--- src/rtl/mult_div_unit_pkg.sv ---
// Shared encodings for the multi-cycle multiply/divide unit: op codes,
// FSM states and the default datapath width.
package mult_div_unit_pkg;

  localparam int DATA_WIDTH = 32;

  typedef enum logic [1:0] {
    OP_MULT  = 2'b00,
    OP_MULTU = 2'b01,
    OP_DIV   = 2'b10,
    OP_DIVU  = 2'b11
  } op_e;

  typedef enum logic [1:0] {
    IDLE = 2'd0,
    MUL  = 2'd1,
    DIV  = 2'd2,
    FIX  = 2'd3
  } state_e;

endpackage

--- src/rtl/md_sign_fix.sv ---
// Conditional two's-complement negate: yields |x| on the way in when neg
// is the operand sign, and restores the sign of a result on the way out.
module md_sign_fix
  import mult_div_unit_pkg::*;
#(
  parameter int W = 32
) (
  input  logic [W-1:0] val,
  input  logic         neg,
  output logic [W-1:0] res
);

  assign res = neg ? (~val + W'(1)) : val;

endmodule

--- src/rtl/mult_div_unit.sv ---
// MIPS HI/LO multiply/divide unit: shift-add multiply and restoring divide
// on operand magnitudes, one bit per clock, with sign fix-up in a final cycle.
module mult_div_unit #(
  parameter int DATA_WIDTH = mult_div_unit_pkg::DATA_WIDTH
) (
  input  logic                  clk,
  input  logic                  reset,
  input  logic                  start,
  input  logic [1:0]            op,
  input  logic [DATA_WIDTH-1:0] A,
  input  logic [DATA_WIDTH-1:0] B,
  input  logic                  mthi,
  input  logic                  mtlo,
  input  logic [DATA_WIDTH-1:0] wdata,
  output logic                  busy,
  output logic                  done,
  output logic                  div_by_zero,
  output logic [DATA_WIDTH-1:0] HI,
  output logic [DATA_WIDTH-1:0] LO
);
  import mult_div_unit_pkg::*;

  localparam int N  = DATA_WIDTH;
  localparam int CW = (N > 1) ? $clog2(N) : 1;

  state_e          state;
  logic [CW-1:0]   count;
  logic [2*N-1:0]  acc;
  logic [N-1:0]    opnd;
  logic            is_div_q;
  logic            neg_res;
  logic            neg_rem;
  logic            dz;

  logic            sgn_op;
  logic            start_div;
  logic [N-1:0]    a_mag;
  logic [N-1:0]    b_mag;
  logic [N:0]      mul_sum;
  logic [N:0]      div_shift;
  logic [N:0]      div_diff;
  logic [2*N-1:0]  prod;
  logic [N-1:0]    quot;
  logic [N-1:0]    rem;

  assign sgn_op    = ~op[0];
  assign start_div = (op_e'(op) == OP_DIV) || (op_e'(op) == OP_DIVU);

  md_sign_fix #(.W(N))   u_abs_a    (.val(A),            .neg(sgn_op & A[N-1]), .res(a_mag));
  md_sign_fix #(.W(N))   u_abs_b    (.val(B),            .neg(sgn_op & B[N-1]), .res(b_mag));
  md_sign_fix #(.W(2*N)) u_neg_prod (.val(acc),          .neg(neg_res),         .res(prod));
  md_sign_fix #(.W(N))   u_neg_quot (.val(acc[N-1:0]),   .neg(neg_res),         .res(quot));
  md_sign_fix #(.W(N))   u_neg_rem  (.val(acc[2*N-1:N]), .neg(neg_rem),         .res(rem));

  // Multiply: acc = {partial product, remaining multiplier bits}, shifted right.
  assign mul_sum   = {1'b0, acc[2*N-1:N]} + {1'b0, (acc[0] ? opnd : '0)};
  // Divide: acc = {partial remainder, dividend/quotient bits}, shifted left.
  // The borrow out of div_diff says whether the trial subtraction fits.
  assign div_shift = acc[2*N-1:N-1];
  assign div_diff  = div_shift - {1'b0, opnd};

  always_ff @(posedge clk or negedge reset) begin
    if (!reset) begin
      state       <= IDLE;
      count       <= '0;
      acc         <= '0;
      opnd        <= '0;
      is_div_q    <= 1'b0;
      neg_res     <= 1'b0;
      neg_rem     <= 1'b0;
      dz          <= 1'b0;
      busy        <= 1'b0;
      done        <= 1'b0;
      div_by_zero <= 1'b0;
      HI          <= '0;
      LO          <= '0;
    end else begin
      done        <= 1'b0;
      div_by_zero <= 1'b0;
      case (state)
        IDLE: begin
          if (start) begin
            is_div_q <= start_div;
            neg_res  <= sgn_op & (A[N-1] ^ B[N-1]);
            neg_rem  <= sgn_op & A[N-1];
            dz       <= start_div & (B == '0);
            count    <= CW'(N - 1);
            busy     <= 1'b1;
            if (start_div) begin
              opnd  <= b_mag;
              acc   <= {{N{1'b0}}, a_mag};
              state <= DIV;
            end else begin
              opnd  <= a_mag;
              acc   <= {{N{1'b0}}, b_mag};
              state <= MUL;
            end
          end else begin
            if (mthi) HI <= wdata;
            if (mtlo) LO <= wdata;
          end
        end
        MUL: begin
          acc   <= {mul_sum, acc[N-1:1]};
          count <= count - 1'b1;
          if (count == '0) state <= FIX;
        end
        DIV: begin
          acc   <= {(div_diff[N] ? div_shift[N-1:0] : div_diff[N-1:0]),
                    acc[N-2:0], ~div_diff[N]};
          count <= count - 1'b1;
          if (count == '0) state <= FIX;
        end
        FIX: begin
          // A zero divisor leaves |A| in the remainder, so rem already equals A.
          if (is_div_q) begin
            HI          <= rem;
            LO          <= dz ? '1 : quot;
            div_by_zero <= dz;
          end else begin
            {HI, LO} <= prod;
          end
          done  <= 1'b1;
          busy  <= 1'b0;
          state <= IDLE;
        end
        default: state <= IDLE;
      endcase
    end
  end

endmodule

--- config.mk ---
export PLATFORM = sky130hd
export DESIGN_NAME = mult_div_unit
export DESIGN_NICKNAME = d
export VERILOG_FILES = /design/src/rtl/mult_div_unit_pkg.sv /design/src/rtl/md_sign_fix.sv /design/src/rtl/mult_div_unit.sv
export SDC_FILE = /design/constraint.sdc
export NUM_CORES = 1
export LEC_CHECK = 0
export BUFFER_PORTS_ARGS = -buffer_cell sky130_fd_sc_hd__buf_2
export CAP_MARGIN = 0
export CORE_ASPECT_RATIO = 0.75
export CORE_MARGIN = 5
export CORE_UTILIZATION = 40
export CTS_CLUSTER_DIAMETER = 200
export DETAILED_ROUTE_END_ITERATION = 6
export PLACE_DENSITY = 0.69
export SETUP_SLACK_MARGIN = 0.15
export SYNTH_ARGS = -nofsm -noshare
export SYNTH_HDL_FRONTEND = slang
export SYNTH_HIERARCHICAL = 1
export SYNTH_SLANG_ARGS = --single-unit
--- constraint.sdc ---
create_clock -name clk -period 3.3 [get_ports clk]
set_input_delay 0 -clock clk [delete_from_list [all_inputs] [get_ports clk]]
set_output_delay 0 -clock clk [all_outputs]
set_load 0.005 [all_outputs]
Yosys cells after proc, flatten, opt, wreduce, memory -nomap -nowiden
Index checks and enable logic that the tools add are counted.
Cells by class
  reduce and logical (&&, ||, !) cells: 15
  equal/unequal tests: 10
  multiplexer cells: 31
  add/sub/neg operators: 8
  bitwise logic cells: 12
Operators with widths (number)
  two-way mux 32 bit: 15
  case mux 64 bit (3 select lines): 1
  adder 32 x 1 -> 32 bit (second input constant): 4
  two-way mux 64 bit: 2
  inverter 32 bit: 4
  case mux 32 bit (2 select lines): 2
  adder 64 x 1 -> 64 bit (second input constant): 1
  inverter 64 bit: 1
  adder 32 x 32 -> 33 bit: 1
  subtractor 33 x 32 -> 33 bit: 1
  logical NOT 32 bit: 1
  case mux 5 bit (2 select lines): 1
  AND reduction 2 bit: 5
  equality test 2 bit (second input constant): 4
  inequality test 2 bit (second input constant): 4
  two-way mux 2 bit: 3
  case mux 2 bit (3 select lines): 1
  AND reduction 3 bit: 2
  logical NOT 5 bit: 1
  two-way mux 5 bit: 1
  subtractor 5 x 1 -> 5 bit (second input constant): 1
  bitwise AND 1 bit: 4
  two-way mux 1 bit: 4
  nonzero test 2 bit: 2
  9 further kinds: 10
Word-level totals
  logic and storage cells: 89
  register bits after elaboration: 174

Depth between registers and ports, before layout
Gate-level depths: netlist of the first run.
  depth in word-level cells: 6
  gate-level depth with buffers: 15
  gate-level depth less buffers: 14

By module
The synthesis of the first run kept the hierarchy.
By module, submodules not included
  mult_div_unit: cells each 1484, area an instance 12708.4 um2, times used 1
  md_sign_fix at u_abs_a ...: cells each 99, area an instance 777.0 um2, times used 4
  md_sign_fix at u_neg_prod: cells each 197, area an instance 1530.2 um2, times used 1

Least setup slack after synthesis of the first run
Ideal clock, no wire load.
  kind: reg2reg
  start: register acc[0]
  end: register acc[61]
  required time: 3.158 ns
  setup time: 0.142 ns
  path buffers: 1
  stages on the path, launching flop included: 16
  path slack: -0.095 ns
  arrival: 3.253 ns
  cells stage by stage: dfrtp_1 > clkbuf_1 > and2_1 > ha_1 > inv_1 > fa_1 > nor2b_4 > o31a_1 > o311a_1 > o41ai_4 > o221ai_2 > o22a_4 > a31oi_4 > o21ai_1 > xnor2_1 > o221ai_1
Between the ends
  cells in the longest elaborated chain, start to end: 3
RTL lines
  start: declaration: RTL line mult_div_unit.sv:28  | logic [2*N-1:0] acc;
  start signal: assignment: RTL line mult_div_unit.sv:91  | acc <= {{N{1'b0}}, a_mag};
  start signal: assignment: RTL line mult_div_unit.sv:95  | acc <= {{N{1'b0}}, b_mag};
  start signal: assignment: RTL line mult_div_unit.sv:104  | acc <= {mul_sum, acc[N-1:1]};
  two-way mux 32 bit: RTL line mult_div_unit.sv:56  | assign mul_sum = {1'b0, acc[2*N-1:N]} + {1'b0, (acc[0] ? opnd : '0)};
  adder 32 x 32 -> 33 bit: RTL line mult_div_unit.sv:56
  case mux 64 bit (3 select lines): RTL line mult_div_unit.sv:80  | case (state)
Every way passes these cells.
A chain may end at the register's enable or synchronous reset.

Worst setup path after layout of the first run
  start: register acc[0]
  end: register acc[53]
The elaborated chain is that of the path after synthesis.

==> results.sh, run 1 <==
export IMPL_post_dp_hpwl_mm=49.2
export IMPL_p_total_mw=27.9
export IMPL_drt_pass1_iter_count=5
export IMPL_cts_root_buf="clkbuf_16"
export IMPL_worst_pin_slew_ns=1.02
export IMPL_period_share_pct=101
export IMPL_rows=66
export IMPL_fin_crit_ns=3.34
export IMPL_ir_drop_v=0.000595
export IMPL_cp_depth=15
export IMPL_synth_top_cells_by_area="dfrtp_1 (25%), xnor2_1 (11%), o21ai_0 (5.5%)"
export IMPL_synth_cell_types=85
export IMPL_crit_arrival_ns=3.67
export IMPL_drt_initial_drc_count=2033
export IMPL_wl_per_cell_um=21.8
export IMPL_synth_avg_cell_area_um2=8.35
export IMPL_io_pin_count=170
export IMPL_grt_first_pass_wirelength_mm=96.7
export IMPL_floorplan_die_area_um2=47700
export IMPL_critPathTopFamily="compound AO/OA/AOI/OAI gates"
export IMPL_gp_congestion=0.990
export IMPL_async_flop_share_pct=100
export IMPL_holdPathStages=4
export IMPL_setup_tns_final_ns=-0.0620
export IMPL_p_seq_share_pct=15.7
export IMPL_grt_antenna_before_repair=2
export IMPL_crit_fanout=6
export IMPL_maxSlewHeadroom_pct=32.2
export IMPL_route_detailed_drc=0
export IMPL_status="finished with violations"
export IMPL_syn_nets=2257
export IMPL_reg2reg_depth=15
export IMPL_rsz0062_at_grt="yes"
export IMPL_cp_required_ns=3.63
export IMPL_routed_wl_mm=64.0
export IMPL_cts_max_level=4
export IMPL_viasPerCell=6.11
export IMPL_critPathSlowestCell="dfrtp_2"
export IMPL_violations="negative setup slack"
export IMPL_grt_max_degree=99
export IMPL_max_freq_mhz=300
export IMPL_regArea_um2=4360
export IMPL_drive_above_1_share_pct=22.3
export IMPL_layout_commonest_cell="nand2_1"
export IMPL_fin_nets=2525
export IMPL_fillers=4145
export IMPL_yosysTopAreaCellShare_pct=25.1
export IMPL_synth_yosys_seq_area_share_pct=25.1
export IMPL_power_density_nw_per_um2=1310
export IMPL_fp_coreArea_um2=43100
export IMPL_clk_latency_ns=0.46
export IMPL_cts_buffer_depth=2
export IMPL_areaGrowthSynthToFinish_pct=23.0
export IMPL_final_antenna_net_count=0
export IMPL_intPower_mw=13.1
export IMPL_via_count=17900
export IMPL_cts_tree="built"
export IMPL_pwr_share_clk_pct=7.8
export IMPL_crit_path_end_kind="register"
export IMPL_crit_buf_inv=3
export IMPL_syn_cell_area_um2=17300
export IMPL_numCtsBuffers=17
export IMPL_crit_path_cell_trace="and2_4 -> ha_4 -> inv_2 -> fa_2 -> nor2b_4 -> o31a_1 -> o311a_1 -> o41ai_4 -> o221ai_2 -> o22a_4 -> buf_4 -> buf_6 -> xor2_1 -> a22oi_1 -> o21ai_1"
export IMPL_synth_cells=2077
export IMPL_synthFlopType="dfrtp_1"
export IMPL_worst_slack_ns=-0.0354
export IMPL_cap_violations=0
export IMPL_p_switching_mw=14.8
export IMPL_p_comb_share_pct=76.5
export IMPL_crit_type="reg2reg"
export IMPL_finClkSkew_ns=0.0177
export IMPL_grt_pass1_vias=16300
export IMPL_swShare_pct=53.0
export IMPL_path_clk_slew_ns=0.08
export IMPL_portBuffers=169
export IMPL_cts_sinks=174
export IMPL_finalHoldViolCount=0
export IMPL_antenna_cells=0
export IMPL_cpPeakStageDelay_ns=0.45
export IMPL_p_leak_nw=8.90
export IMPL_overflow=0
export IMPL_multiInputGateArea_um2=12700
export IMPL_finalSetupViolCount=2
export IMPL_hold_path_class="in2reg"
export IMPL_yosysWarnings=6
export IMPL_die_x_um=250
export IMPL_finalMaxSlewViolations=0
export IMPL_startpoint_type="register"
export IMPL_synth_edf_count=0
export IMPL_layout_common_cells="nand2_1 (232), xnor2_1 (214), o21ai_0 (182), dfrtp_1 (169), buf_2 (167)"
export IMPL_synth_area_leader_cell="dfrtp_1"
export IMPL_initial_core_util_pct=40.2
export IMPL_die_h_um=190
export IMPL_synth_seq_cells=174
export IMPL_grt_usage_pct=25.5
-- area by class of cell --
| type | instances | share of cell area, % |
|---|---|---|
| multi-input combinational | 1714 | 59.5 |
| sequential | 174 | 20.4 |
| timing repair buffer | 374 | 12.7 |
| tap | 578 | 3.39 |
| clock buffer | 20 | 2.19 |
| inverter | 64 | 1.15 |
| clock inverter | 12 | 0.680 |
-- cell usage after synthesis (13+ instances only) --
cell type  number
a211oi_1       40
a21o_1         28
a21oi_1        73
a221oi_1       31
a22oi_1        19
a31oi_1        38
and2_1         33
buf_1          19
clkbuf_1       93
dfrtp_1       174
ha_1           75
inv_1          62
mux2i_1        77
nand2_1       236
nand2b_1       64
nand3_1        26
nand4_1        20
nor2_1         79
nor2b_1        42
nor3_1         21
nor4_1         21
nor4_4         16
o21a_1         13
o21ai_0       192
o21ai_1        20
o221ai_1       41
o31ai_1        81
o41ai_1        29
o41ai_2        21
or3_1          16
xnor2_1       215
xor2_1         21
-- metrics by stage --
| stage | std cells | instance area, µm² | utilization (%) | hold slack (ns) | worst slack, ns |
|---|---|---|---|---|---|
| after floorplan | 2077 | 17400 | - | -0.296 | 0.116 |
| after global placement | 2840 | 19600 | 45.6 | 0.190 | 0.0519 |
| after detailed placement | 2840 | 19600 | 45.6 | 0.192 | -0.0576 |
| after CTS | 2923 | 20800 | 48.3 | 0.0149 | -0.00198 |
| after global routing | 2936 | 21300 | 49.5 | 0.0521 | -0.121 |
| final | 2936 | 21300 | 49.5 | 0.0340 | -0.0354 |
-- timing repair --
item                       CTS  global route
resized for setup           14            90
setup endpoints to repair   33            44
hold endpoints to repair   164             0
setup buffers                7            12
pin swaps                    9            42
hold buffers                42             0
cloned                       2             1
-- routing by layer --
| layer | global-route usage (%) | vias to the layer above | share of wire (%) |
|---|---|---|---|
| met5 | 0 | - | 0.031 |
| met4 | 4.83 | 4 | 1.6 |
| met3 | 7.81 | 67 | 11 |
| met2 | 35.6 | 912 | 41 |
| met1 | 38.8 | 8705 | 47 |
| li1 | - | 8244 | - |
-- kinds of logic (layout without fill, tap and decap cells) --
group	count (synthesis)	after routing	synth area share [%]
AO/OA/AOI/OAI	686	686	27.9
AND/OR/NAND/NOR	635	635	20.4
XOR/XNOR	236	236	11.9
buffers and inverters	189	470	4.38
flip-flops	174	174	25.1
multiplexers	80	80	4.64
adder cells (fa/ha/maj)	77	77	5.64
-- final timing paths --
path / from / end / slack [ns]
worst max-delay path: acc[0]$_DFFE_PN0P_ / acc[53]$_DFFE_PN0P_ / -0.04
worst min-delay path: A[18] / opnd[18]$_DFFE_PN0P_ / 0.03
worst max register to register: acc[0]$_DFFE_PN0P_ / acc[53]$_DFFE_PN0P_ / -0.04
worst min register to register: HI[10]$_DFFE_PN0P_ / HI[10]$_DFFE_PN0P_ / 0.48
max in group asynchronous: reset / neg_res$_DFFE_PN0P_ / 2.18
min in group asynchronous: reset / HI[3]$_DFFE_PN0P_ / 0.21
-- worst reg2reg max path, cell delays in order (launching register included) --
cell and delay (ns):
dfrtp_2 0.45, and2_4 0.16, ha_4 0.15, inv_2 0.06, fa_2 0.23, nor2b_4 0.05, o31a_1 0.27, o311a_1 0.40
o41ai_4 0.32, o221ai_2 0.18, o22a_4 0.27, buf_4 0.13, buf_6 0.10, xor2_1 0.13, a22oi_1 0.19, o21ai_1 0.12
-- power groups by stage --
| stage | logic, mW | clock network, mW | registers, mW |
|---|---|---|---|
| after floorplan | 12.4 | 0 | 4.54 |
| after global routing | 23.0 | 2.30 | 4.48 |
| after detailed placement | 18.8 | 0 | 4.34 |
| final | 21.4 | 2.17 | 4.38 |
| after CTS | 19.5 | 2.20 | 4.31 |
| after global placement | 18.4 | 0 | 4.30 |
-- sequential cells by signal, summed over array words and instances, names as in the netlist, 2 cells and up --
| register | count |
|---|---|
| acc | 64 |
| HI | 32 |
| LO | 32 |
| opnd | 32 |
| count | 5 |
| state | 2 |
No activity file was read; power rests on OpenSTA's default activity.
==> run 2, diff against run 1 <==
--- a/config.mk
+++ b/config.mk
@@ -12,7 +12,7 @@
 export CORE_UTILIZATION = 40
 export CTS_CLUSTER_DIAMETER = 200
 export DETAILED_ROUTE_END_ITERATION = 6
-export PLACE_DENSITY = 0.69
+export PLACE_DENSITY = 0.67
 export SETUP_SLACK_MARGIN = 0.15
 export SYNTH_ARGS = -nofsm -noshare
 export SYNTH_HDL_FRONTEND = slang
==> constraint.sdc (replaced) <==
create_clock -name clk -period 3.61 [get_ports clk]
set_input_delay 0 -clock clk [delete_from_list [all_inputs] [get_ports clk]]
set_output_delay 0 -clock clk [all_outputs]
set_load 0.005 [all_outputs]
==> results.sh, run 2 (synthesis results as in run 1) <==
export IMPL_drive_above_1_share_pct=17.4
export IMPL_crit_arrival_ns=3.65
export IMPL_cap_violations=0
export IMPL_fin_nets=2452
export IMPL_p_switching_mw=12.7
export IMPL_met2_usage_pct=34.6
export IMPL_min_from="A[30]"
export IMPL_p_leak_nw=8.49
export IMPL_viasPerCell=6.11
export IMPL_cts_buffer_depth=2
export IMPL_drt_pass1_iter_count=6
export IMPL_die_h_um=190
export IMPL_regMostFlops="acc"
export IMPL_pwr_share_clk_pct=8.3
export IMPL_antenna_cells=0
export IMPL_fp_coreArea_um2=43100
export IMPL_finClkSkew_ns=0.0184
export IMPL_rsz0062_at_grt="yes"
export IMPL_maxSlewHeadroom_pct=27.4
export IMPL_gp_congestion=0.960
export IMPL_startpoint="acc[0]$_DFFE_PN0P_"
export IMPL_numCtsBuffers=17
export IMPL_p_comb_share_pct=73.8
export IMPL_crit_type="reg2reg"
export IMPL_place_area_um2=19200
export IMPL_cts_sinks=174
export IMPL_status="complete, no violations"
export IMPL_largest_reg_flops=64
export IMPL_startpoint_type="register"
export IMPL_path_clk_slew_ns=0.07
export IMPL_cts_tree="built"
export IMPL_worst_pin_slew_ns=1.09
export IMPL_hold_path_class="in2reg"
export IMPL_initial_core_util_pct=40.2
export IMPL_clk_latency_ns=0.46
export IMPL_io_pin_count=170
export IMPL_grtUsageMet1_pct=39.5
export IMPL_grt_usage_pct=24.7
export IMPL_crit_path_end_kind="register"
export IMPL_finalSetupViolCount=0
export IMPL_finalMaxSlewViolations=0
export IMPL_die_x_um=250
export IMPL_intPower_mw=10.9
export IMPL_fin_hold_ws_ns=0.0172
export IMPL_portBuffers=169
export IMPL_via_count=17500
export IMPL_power_density_nw_per_um2=1160
export IMPL_cp_required_ns=3.91
export IMPL_grt_first_pass_wirelength_mm=94.4
export IMPL_grt_pass1_vias=15800
export IMPL_drt_initial_drc_count=1969
export IMPL_floorplan_die_area_um2=47700
export IMPL_finish_instance_area_um2=20400
export IMPL_grt_busiest_layer="met1"
export IMPL_routed_wl_mm=62.0
export IMPL_route_detailed_drc=0
export IMPL_cts_root_buf="clkbuf_16"
export IMPL_areaGrowthSynthToFinish_pct=17.4
export IMPL_swShare_pct=53.7
export IMPL_fin_crit_ns=3.35
export IMPL_wl_per_cell_um=21.6
export IMPL_ir_drop_v=0.000735
export IMPL_overflow=0
export IMPL_final_antenna_net_count=0
export IMPL_period_share_pct=92.9
export IMPL_p_seq_share_pct=17.9
export IMPL_post_dp_hpwl_mm=47.7
export IMPL_grt_antenna_before_repair=0
export IMPL_rows=66
export IMPL_max_freq_mhz=298
export IMPL_grt_max_degree=96
export IMPL_layout_commonest_cell="nand2_1"
export IMPL_cts_max_level=4
export IMPL_grt_use_met3_pct=4.65
export IMPL_layout_common_cells="nand2_1 (234), xnor2_1 (215), o21ai_0 (192), dfrtp_1 (172), buf_2 (167)"
export IMPL_finalHoldViolCount=0
export IMPL_crit_fanout=25
export IMPL_reg2reg_from="acc[0]$_DFFE_PN0P_"
## run 2: changes by cell type in the layout (fill, tap and decap cells not counted), moves of 5 or more
| cell | delta |
|---|---|
| a21oi_1 | +16 |
| dlygate4sd3_1 | -5 |
| buf_6 | -7 |
| nor2_1 | +12 |
| o21ai_0 | +10 |
| nor2_4 | -11 |
| a21oi_2 | -16 |
| ha_1 | +11 |
| o21ai_1 | -10 |
| buf_4 | -57 |
| ha_4 | -9 |
## run 2: per-layer routing
metal	routed length [µm]	up-vias
met2	25000	870
met4	933	0
met5	0	-
met1	29800	8461
li1	-	8098
met3	6220	58
## run 2: final cells by class
type | count | area (µm²)
Clock buffer | 17 | 425
Clock inverter | 15 | 179
Fill cell | 4155 | 22700
Inverter | 64 | 243
Multi-Input combinational cell | 1714 | 12400
Sequential cell | 174 | 4360
Tap cell | 578 | 723
Timing Repair Buffer | 301 | 2080
## run 2: stage by stage
| stage | worst slack, ns | util [%] | cells | setup TNS, ns | power (mW) |
|---|---|---|---|---|---|
| 4_1_cts | 0.159 | 46.9 | 2858 | 0 | 22.8 |
| 5_1_grt | 0.0346 | 47.2 | 2863 | 0 | 25.2 |
| 3_3_place_gp | 0.0671 | 44.5 | 2786 | 0 | 20.1 |
| 2_1_floorplan | 0.215 | - | 2077 | 0 | 15.5 |
| 3_5_place_dp | -0.0341 | 44.5 | 2786 | -0.0597 | 20.4 |
| 6_report | 0.256 | 47.2 | 2863 | 0 | 23.6 |
## run 2: final timing paths
path	end	slack (ns)	depth (start not counted)
setup / recovery	acc[57]$_DFFE_PN0P_	0.26	13
hold reg to reg	HI[10]$_DFFE_PN0P_	0.48	2
setup reg to reg	acc[57]$_DFFE_PN0P_	0.26	13
max in group asynchronous	acc[53]$_DFFE_PN0P_	2.56	3
min in group asynchronous	acc[41]$_DFFE_PN0P_	0.22	2
hold / removal	opnd[30]$_DFFE_PN0P_	0.02	4
## run 2: critical path, cell delays in order, from the launching register on
cell	delay (ns)
dfrtp_1	0.42
buf_6	0.19
and2_1	0.17
ha_1	0.36
and3_1	0.25
and3_1	0.24
o311a_1	0.17
o41ai_4	0.27
o221ai_2	0.19
o22a_4	0.27
a31oi_4	0.21
o21bai_1	0.13
xnor2_1	0.17
o221ai_1	0.14
## run 2: what timing repair did
item	4_1_cts	5_1_grt
pin swaps	6	10
setup buffers	2	3
setup endpoints to repair	31	37
hold buffers	37	0
gates resized for setup	5	13
cloned	1	2
endpoints found under the hold margin	152	0
## run 2: power groups by stage
stage	clock [mW]	sequential [mW]	combinational (mW)
3_3_place_gp	0	4.15	15.9
6_report	1.96	4.23	17.4
4_1_cts	1.97	4.18	16.6
5_1_grt	2.04	4.33	18.8
3_5_place_dp	0	4.21	16.2
2_1_floorplan	0	4.14	11.3
